==> config.mk <==
export PLATFORM = sky130hd
export DESIGN_NAME = tt_um_seq_addsub
export DESIGN_NICKNAME = d
export VERILOG_FILES = /design/src/rtl/tt_um_seq_addsub.sv
export SDC_FILE = /design/constraint.sdc
export NUM_CORES = 1
export LEC_CHECK = 0
export ABC_CLOCK_PERIOD_IN_PS = 3600
export CORE_AREA = 2 2 87 130
export DETAILED_ROUTE_END_ITERATION = 7
export DIE_AREA = 0 0 89 132
export REMOVE_ABC_BUFFERS = 1
export SLEW_MARGIN = 10
export SYNTH_ARGS = -nofsm -noshare
export SYNTH_HDL_FRONTEND = slang
export SYNTH_SLANG_ARGS = --single-unit
==> constraint.sdc <==
create_clock -name clk -period 3.6 [get_ports clk]
set_clock_uncertainty 0.05 [all_clocks]
set_input_delay 0.54 -clock clk [delete_from_list [all_inputs] [get_ports clk]]
set_output_delay 0.54 -clock clk [all_outputs]
set_load 0.02 [all_outputs]
==> src/rtl/tt_um_seq_addsub.sv <==
// Byte-serial adder/subtractor: two WIDTH-bit operands arrive LSB byte first,
// the result is computed in one cycle and handed back byte by byte on ack.
module tt_um_seq_addsub #(
  parameter int WIDTH = 16
) (
  input  logic       clk,
  input  logic       rst_n,
  input  logic       ena,
  input  logic [7:0] ui_in,
  output logic [7:0] uo_out,
  input  logic [7:0] uio_in,
  output logic [7:0] uio_out,
  output logic [7:0] uio_oe
);

  localparam int NBYTES = WIDTH / 8;
  localparam logic [1:0] LAST_IDX = 2'(NBYTES - 1);

  typedef enum logic [1:0] {
    S_LOAD_A = 2'd0,
    S_LOAD_B = 2'd1,
    S_CALC   = 2'd2,
    S_OUT    = 2'd3
  } state_t;

  state_t             r_state;
  state_t             w_state_nxt;
  logic [1:0]         r_idx;
  logic [1:0]         w_idx_nxt;
  logic [WIDTH-1:0]   r_a;
  logic [WIDTH-1:0]   r_b;
  logic [WIDTH-1:0]   r_res;
  logic               r_mode;
  logic               r_carry;
  logic               r_zero;
  logic [WIDTH:0]     w_full;
  logic [7:0]         w_out_byte;
  logic               w_in_out;

  logic w_strobe;
  logic w_ack;
  logic w_mode;
  logic w_clear;
  logic w_last;
  logic w_unused;

  assign w_strobe = uio_in[0];
  assign w_ack    = uio_in[1];
  assign w_mode   = uio_in[2];
  assign w_clear  = uio_in[3];
  assign w_unused = ^uio_in[7:4];
  assign w_last   = (r_idx == LAST_IDX);
  assign uio_oe   = 8'hF0;

  // State and byte-index register
  always_ff @(posedge clk or negedge rst_n) begin
    if (!rst_n) begin
      r_state <= S_LOAD_A;
      r_idx   <= 2'd0;
    end else if (ena) begin
      r_state <= w_state_nxt;
      r_idx   <= w_idx_nxt;
    end else begin
      r_state <= r_state;
      r_idx   <= r_idx;
    end
  end

  // Next-state logic; clear wins over strobe and ack
  always_comb begin
    w_state_nxt = r_state;
    w_idx_nxt   = r_idx;
    if (w_clear) begin
      w_state_nxt = S_LOAD_A;
      w_idx_nxt   = 2'd0;
    end else begin
      case (r_state)
        S_LOAD_A: begin
          if (w_strobe && w_last) begin
            w_state_nxt = S_LOAD_B;
            w_idx_nxt   = 2'd0;
          end else if (w_strobe) begin
            w_idx_nxt = r_idx + 2'd1;
          end else begin
            w_idx_nxt = r_idx;
          end
        end
        S_LOAD_B: begin
          if (w_strobe && w_last) begin
            w_state_nxt = S_CALC;
            w_idx_nxt   = 2'd0;
          end else if (w_strobe) begin
            w_idx_nxt = r_idx + 2'd1;
          end else begin
            w_idx_nxt = r_idx;
          end
        end
        S_CALC: begin
          w_state_nxt = S_OUT;
          w_idx_nxt   = 2'd0;
        end
        S_OUT: begin
          if (w_ack && w_last) begin
            w_state_nxt = S_LOAD_A;
            w_idx_nxt   = 2'd0;
          end else if (w_ack) begin
            w_idx_nxt = r_idx + 2'd1;
          end else begin
            w_idx_nxt = r_idx;
          end
        end
        default: begin
          w_state_nxt = S_LOAD_A;
          w_idx_nxt   = 2'd0;
        end
      endcase
    end
  end

  // Extra top bit carries the add carry-out, or the borrow when A < B
  always_comb begin
    if (r_mode) begin
      w_full = {1'b0, r_a} - {1'b0, r_b};
    end else begin
      w_full = {1'b0, r_a} + {1'b0, r_b};
    end
  end

  // Operand capture, mode latch and result/flag registers
  always_ff @(posedge clk or negedge rst_n) begin
    if (!rst_n) begin
      r_a     <= '0;
      r_b     <= '0;
      r_res   <= '0;
      r_mode  <= 1'b0;
      r_carry <= 1'b0;
      r_zero  <= 1'b0;
    end else if (ena && !w_clear) begin
      case (r_state)
        S_LOAD_A: begin
          if (w_strobe) begin
            for (int k = 0; k < NBYTES; k++) begin
              if (r_idx == 2'(k)) begin
                r_a[k*8 +: 8] <= ui_in;
              end
            end
            if (r_idx == 2'd0) begin
              r_mode <= w_mode;
            end
          end
        end
        S_LOAD_B: begin
          if (w_strobe) begin
            for (int k = 0; k < NBYTES; k++) begin
              if (r_idx == 2'(k)) begin
                r_b[k*8 +: 8] <= ui_in;
              end
            end
          end
        end
        S_CALC: begin
          r_res   <= w_full[WIDTH-1:0];
          r_carry <= w_full[WIDTH];
          r_zero  <= (w_full[WIDTH-1:0] == '0);
        end
        S_OUT: begin
          r_res <= r_res;
        end
        default: begin
          r_res <= r_res;
        end
      endcase
    end
  end

  // Output decode from registered state, index and result only
  always_comb begin
    w_in_out   = (r_state == S_OUT);
    w_out_byte = 8'h00;
    for (int k = 0; k < NBYTES; k++) begin
      if (r_idx == 2'(k)) begin
        w_out_byte = r_res[k*8 +: 8];
      end
    end
    if (w_in_out) begin
      uo_out  = w_out_byte;
      uio_out = {1'b1, r_carry, r_zero, 1'b0, 4'b0000};
    end else begin
      uo_out  = 8'h00;
      uio_out = {3'b000, (r_state == S_LOAD_B), 4'b0000};
    end
  end

endmodule

==> flow_summary.toml <==
[routing]
post-route-drc-count = 0
detail_route.wl_per_cell_um = 13.96
wirelength_um = 7484
ant_nets = 0
vias = 2578
drt_iter0_markers = 86
dr.pass1.iters = 4
avgViaCountPerCell = 4.810

[timing]
fin_tns_setup_ns = 0
post-route-period-util_pct = 92.33
drv_slew = 0
slew_headroom_pct = 41.52
worst_slew_pin_slew_ns = 0.8772
setup_ws_ns = 0.2760
fin_crit_ns = 3.324
clock.fmax_mhz = 300.8
timing.final.setup_violations = 0
finalHoldViolations = 0
unrepaired_setup_endpoints_after_global_routing = "no"

[clocking]
cts_hold_buffers = 0
clock_tree.root_cell = "sky130_fd_sc_hd__clkbuf_16"
cts.htree.levels = 2
buffer_depth_of_the_longest_clock_path = 2
clkLatencyLatePin_ns = 0.30
cts_post_setup_buffers_inserted = 0
cts.clk_slew.worst_paths_ns = 0.07
cts.repair.resized = 0
tritoncts.num_buffers = 5
cts_tree = "yes"
clkSinkCount = 55

[global_route]
grt_max_degree = 40
grt_overflow_total = 0
antenna_found_initial = 0
global_route_wire_length_before_repair_um = 12630
grt_pass1_vias = 2616
track_usage_pct = 13.95

[run_status]
status = "finished, final reports clean"

[worst_setup_path]
startpoint = "r_b[0]"
reg2reg_from = "r_b[0]"
worstPathRequired_ns = 3.74
worstSetupEndpointType = "register"
maximum_fanout_along_the_worst_path = 6
setup.worst_path.class = "reg -> reg"
worstSetupStartpointType = "register"
arrival_ns = 3.46

[synthesis]
synthesis.area_per_instance_um2 = 9.907
synth_top_area_share_pct = 37.85
asyncSetResetFlopFracSynth_pct = 100.0
yosys-top-cells-area = "sky130_fd_sc_hd__dfrtp_1 (38%), sky130_fd_sc_hd__mux2_2 (12%), sky130_fd_sc_hd__ha_1 (7.6%)"
number_of_enable_flip_flop_cells_after_synthesis = 0
synth_top_area_cell = "sky130_fd_sc_hd__dfrtp_1"
post_synth_top_flop = "sky130_fd_sc_hd__dfrtp_1"
syn_area_um2 = 3636
synth.ff_latch_count = 55
syn-instance-count = 367
unique_cell_type_count_in_the_yosys_netlist = 49
ys_warn_count = 0
proportion_of_synthesized_chip_area_in_sequential_cells_pct = 37.85

[layout]
stdcell_area_um2 = 4173
fin_cells = 536
area_of_combinational_cells_with_multiple_inputs_um2 = 2105
final_net_count = 434
insertedDiodeCount = 0
area.growth.synth_to_final_pct = 14.76
fill_cells = 1086
seqCellArea_um2 = 1376
post_route_cells_drive_above_1_share_pct = 17.09

[floorplanning]
core.rowCount = 46
io_pins = 43
die_width_um = 89
initial_core_util_pct = 34.33
design.die.area_um2 = 11750
design.core.area_um2 = 10590
die_height_um = 132

[worst_hold_path]
worst_hold_path_type = "in -> async"

[placed_design]
worst_setup_slack_before_clock_tree_synthesis_ns = 0.2440
dp.cells = 529
gp_routability_congestion = 0.8237
place_hpwl_um = 6161
postPlaceCellArea_um2 = 4000
portBuffers = 26

[flow_run]
max_cap_violations = 0
==> worst paths after layout <==
kind | cells past startpoint | slack [ns] | to
setup / recovery | 15 | 0.28 | r_zero
hold reg to reg | 2 | 0.43 | r_res[3]
max in group asynchronous | 2 | 2.43 | r_res[9]
min in group clk | 2 | 0.43 | r_res[3]
hold / removal | 1 | 0.31 | r_a[2]
setup reg to reg | 15 | 0.28 | r_zero
==> cell usage after synthesis (2+ instances only) <==
| library cell | instances |
|---|---|
| sky130_fd_sc_hd__dfrtp_1 | 55 |
| sky130_fd_sc_hd__mux2_2 | 38 |
| sky130_fd_sc_hd__nor2_1 | 36 |
| sky130_fd_sc_hd__o21ai_0 | 27 |
| sky130_fd_sc_hd__nand2_1 | 23 |
| sky130_fd_sc_hd__ha_1 | 22 |
| sky130_fd_sc_hd__xnor2_1 | 20 |
| sky130_fd_sc_hd__buf_4 | 15 |
| sky130_fd_sc_hd__a21oi_1 | 13 |
| sky130_fd_sc_hd__inv_1 | 13 |
| sky130_fd_sc_hd__mux2i_1 | 10 |
| sky130_fd_sc_hd__nor3_1 | 10 |
| sky130_fd_sc_hd__clkbuf_1 | 7 |
| sky130_fd_sc_hd__or3_1 | 7 |
| sky130_fd_sc_hd__xor2_1 | 7 |
| sky130_fd_sc_hd__a31oi_1 | 6 |
| sky130_fd_sc_hd__o21a_1 | 6 |
| sky130_fd_sc_hd__nand2b_1 | 5 |
| sky130_fd_sc_hd__nand3_1 | 5 |
| sky130_fd_sc_hd__and2_1 | 4 |
| sky130_fd_sc_hd__and3_1 | 3 |
| sky130_fd_sc_hd__nor2b_1 | 3 |
| sky130_fd_sc_hd__nor4_1 | 3 |
| sky130_fd_sc_hd__conb_1 | 2 |
| sky130_fd_sc_hd__nand4_1 | 2 |
| sky130_fd_sc_hd__o31ai_1 | 2 |
==> cells by family after synthesis <==
kind of cell,after synthesis,share of synthesized area [%]
and+or+nand+nor,110,14.97
DFF,55,37.85
buffers and inverters,37,5.575
other,2,0.2065
AOI/OAI and AO/OA,64,11.80
muxes,48,14.52
adders and majority gates,23,8.121
xor gates and xnor gates,28,6.951
==> area by class of cell <==
class,instances,share of cell area (%)
tap,144,4.318
multi-input combinational,285,50.43
timing repair buffer,32,7.196
clock buffer,5,2.999
clock inverter,2,0.8996
inverter,13,1.169
sequential,55,32.98
==> through the flow <==
stage          util [%]  hold slack [ns]
4_1_cts           39.31           0.3306
5_1_grt           39.40           0.3678
3_5_place_dp      37.77           0.4205
2_1_floorplan         -           0.1944
3_3_place_gp      37.77           0.4167
6_report          39.40           0.3075
==> worst max-delay path: stages, from the launching register on <==
cell	delay, ns
sky130_fd_sc_hd__dfrtp_1	0.43
sky130_fd_sc_hd__inv_1	0.08
sky130_fd_sc_hd__ha_1	0.19
sky130_fd_sc_hd__and3_1	0.24
sky130_fd_sc_hd__nand2_1	0.08
sky130_fd_sc_hd__nor2_1	0.21
sky130_fd_sc_hd__nor2_1	0.08
sky130_fd_sc_hd__xnor2_1	0.13
sky130_fd_sc_hd__ha_1	0.36
sky130_fd_sc_hd__a21oi_1	0.16
sky130_fd_sc_hd__and2b_2	0.22
sky130_fd_sc_hd__o21ai_0	0.26
sky130_fd_sc_hd__o311ai_4	0.16
sky130_fd_sc_hd__xnor2_2	0.16
sky130_fd_sc_hd__and2_1	0.15
sky130_fd_sc_hd__a32o_2	0.25
==> metal layers <==
metal	global-route usage, %	part of all wire (%)	wire length, µm	up-vias
met5	0	0	0	-
met4	5.638	2.4	178	0
met3	2.317	2.6	193	10
met2	26.00	56	4173	49
met1	14.99	39	2938	1212
li1	-	-	-	1307
==> layout by cell type, fill, tap and decap left out, types with 4 or more instances in the layout <==
master | Yosys | final
sky130_fd_sc_hd__nand2_1 | 23 | 23
sky130_fd_sc_hd__nor3_1 | 10 | 8
sky130_fd_sc_hd__mux2_2 | 38 | 38
sky130_fd_sc_hd__xnor2_1 | 20 | 20
sky130_fd_sc_hd__o21a_1 | 6 | 6
sky130_fd_sc_hd__and2_1 | 4 | 4
sky130_fd_sc_hd__clkdlybuf4s50_1 | 0 | 25
sky130_fd_sc_hd__conb_1 | 2 | 12
sky130_fd_sc_hd__buf_4 | 15 | 6
sky130_fd_sc_hd__o21ai_0 | 27 | 27
sky130_fd_sc_hd__nor2_1 | 36 | 36
sky130_fd_sc_hd__clkbuf_16 | 0 | 5
sky130_fd_sc_hd__ha_1 | 22 | 22
sky130_fd_sc_hd__a31oi_1 | 6 | 6
sky130_fd_sc_hd__xor2_1 | 7 | 7
sky130_fd_sc_hd__nand3_1 | 5 | 5
sky130_fd_sc_hd__dfrtp_1 | 55 | 55
sky130_fd_sc_hd__a21oi_1 | 13 | 13
sky130_fd_sc_hd__inv_1 | 13 | 13
sky130_fd_sc_hd__nand2b_1 | 5 | 5
sky130_fd_sc_hd__or3_1 | 7 | 7
sky130_fd_sc_hd__mux2i_1 | 10 | 10
==> sequential cells by signal, summed over array words and instances (netlist names) <==
name,cells
r_mode,1
r_zero,1
r_state,2
r_b,16
r_res,16
r_idx,2
r_a,16
r_carry,1
Power is not shown: default switching activity piles up to over one toggle a cycle in this logic, so the estimate is an artifact.
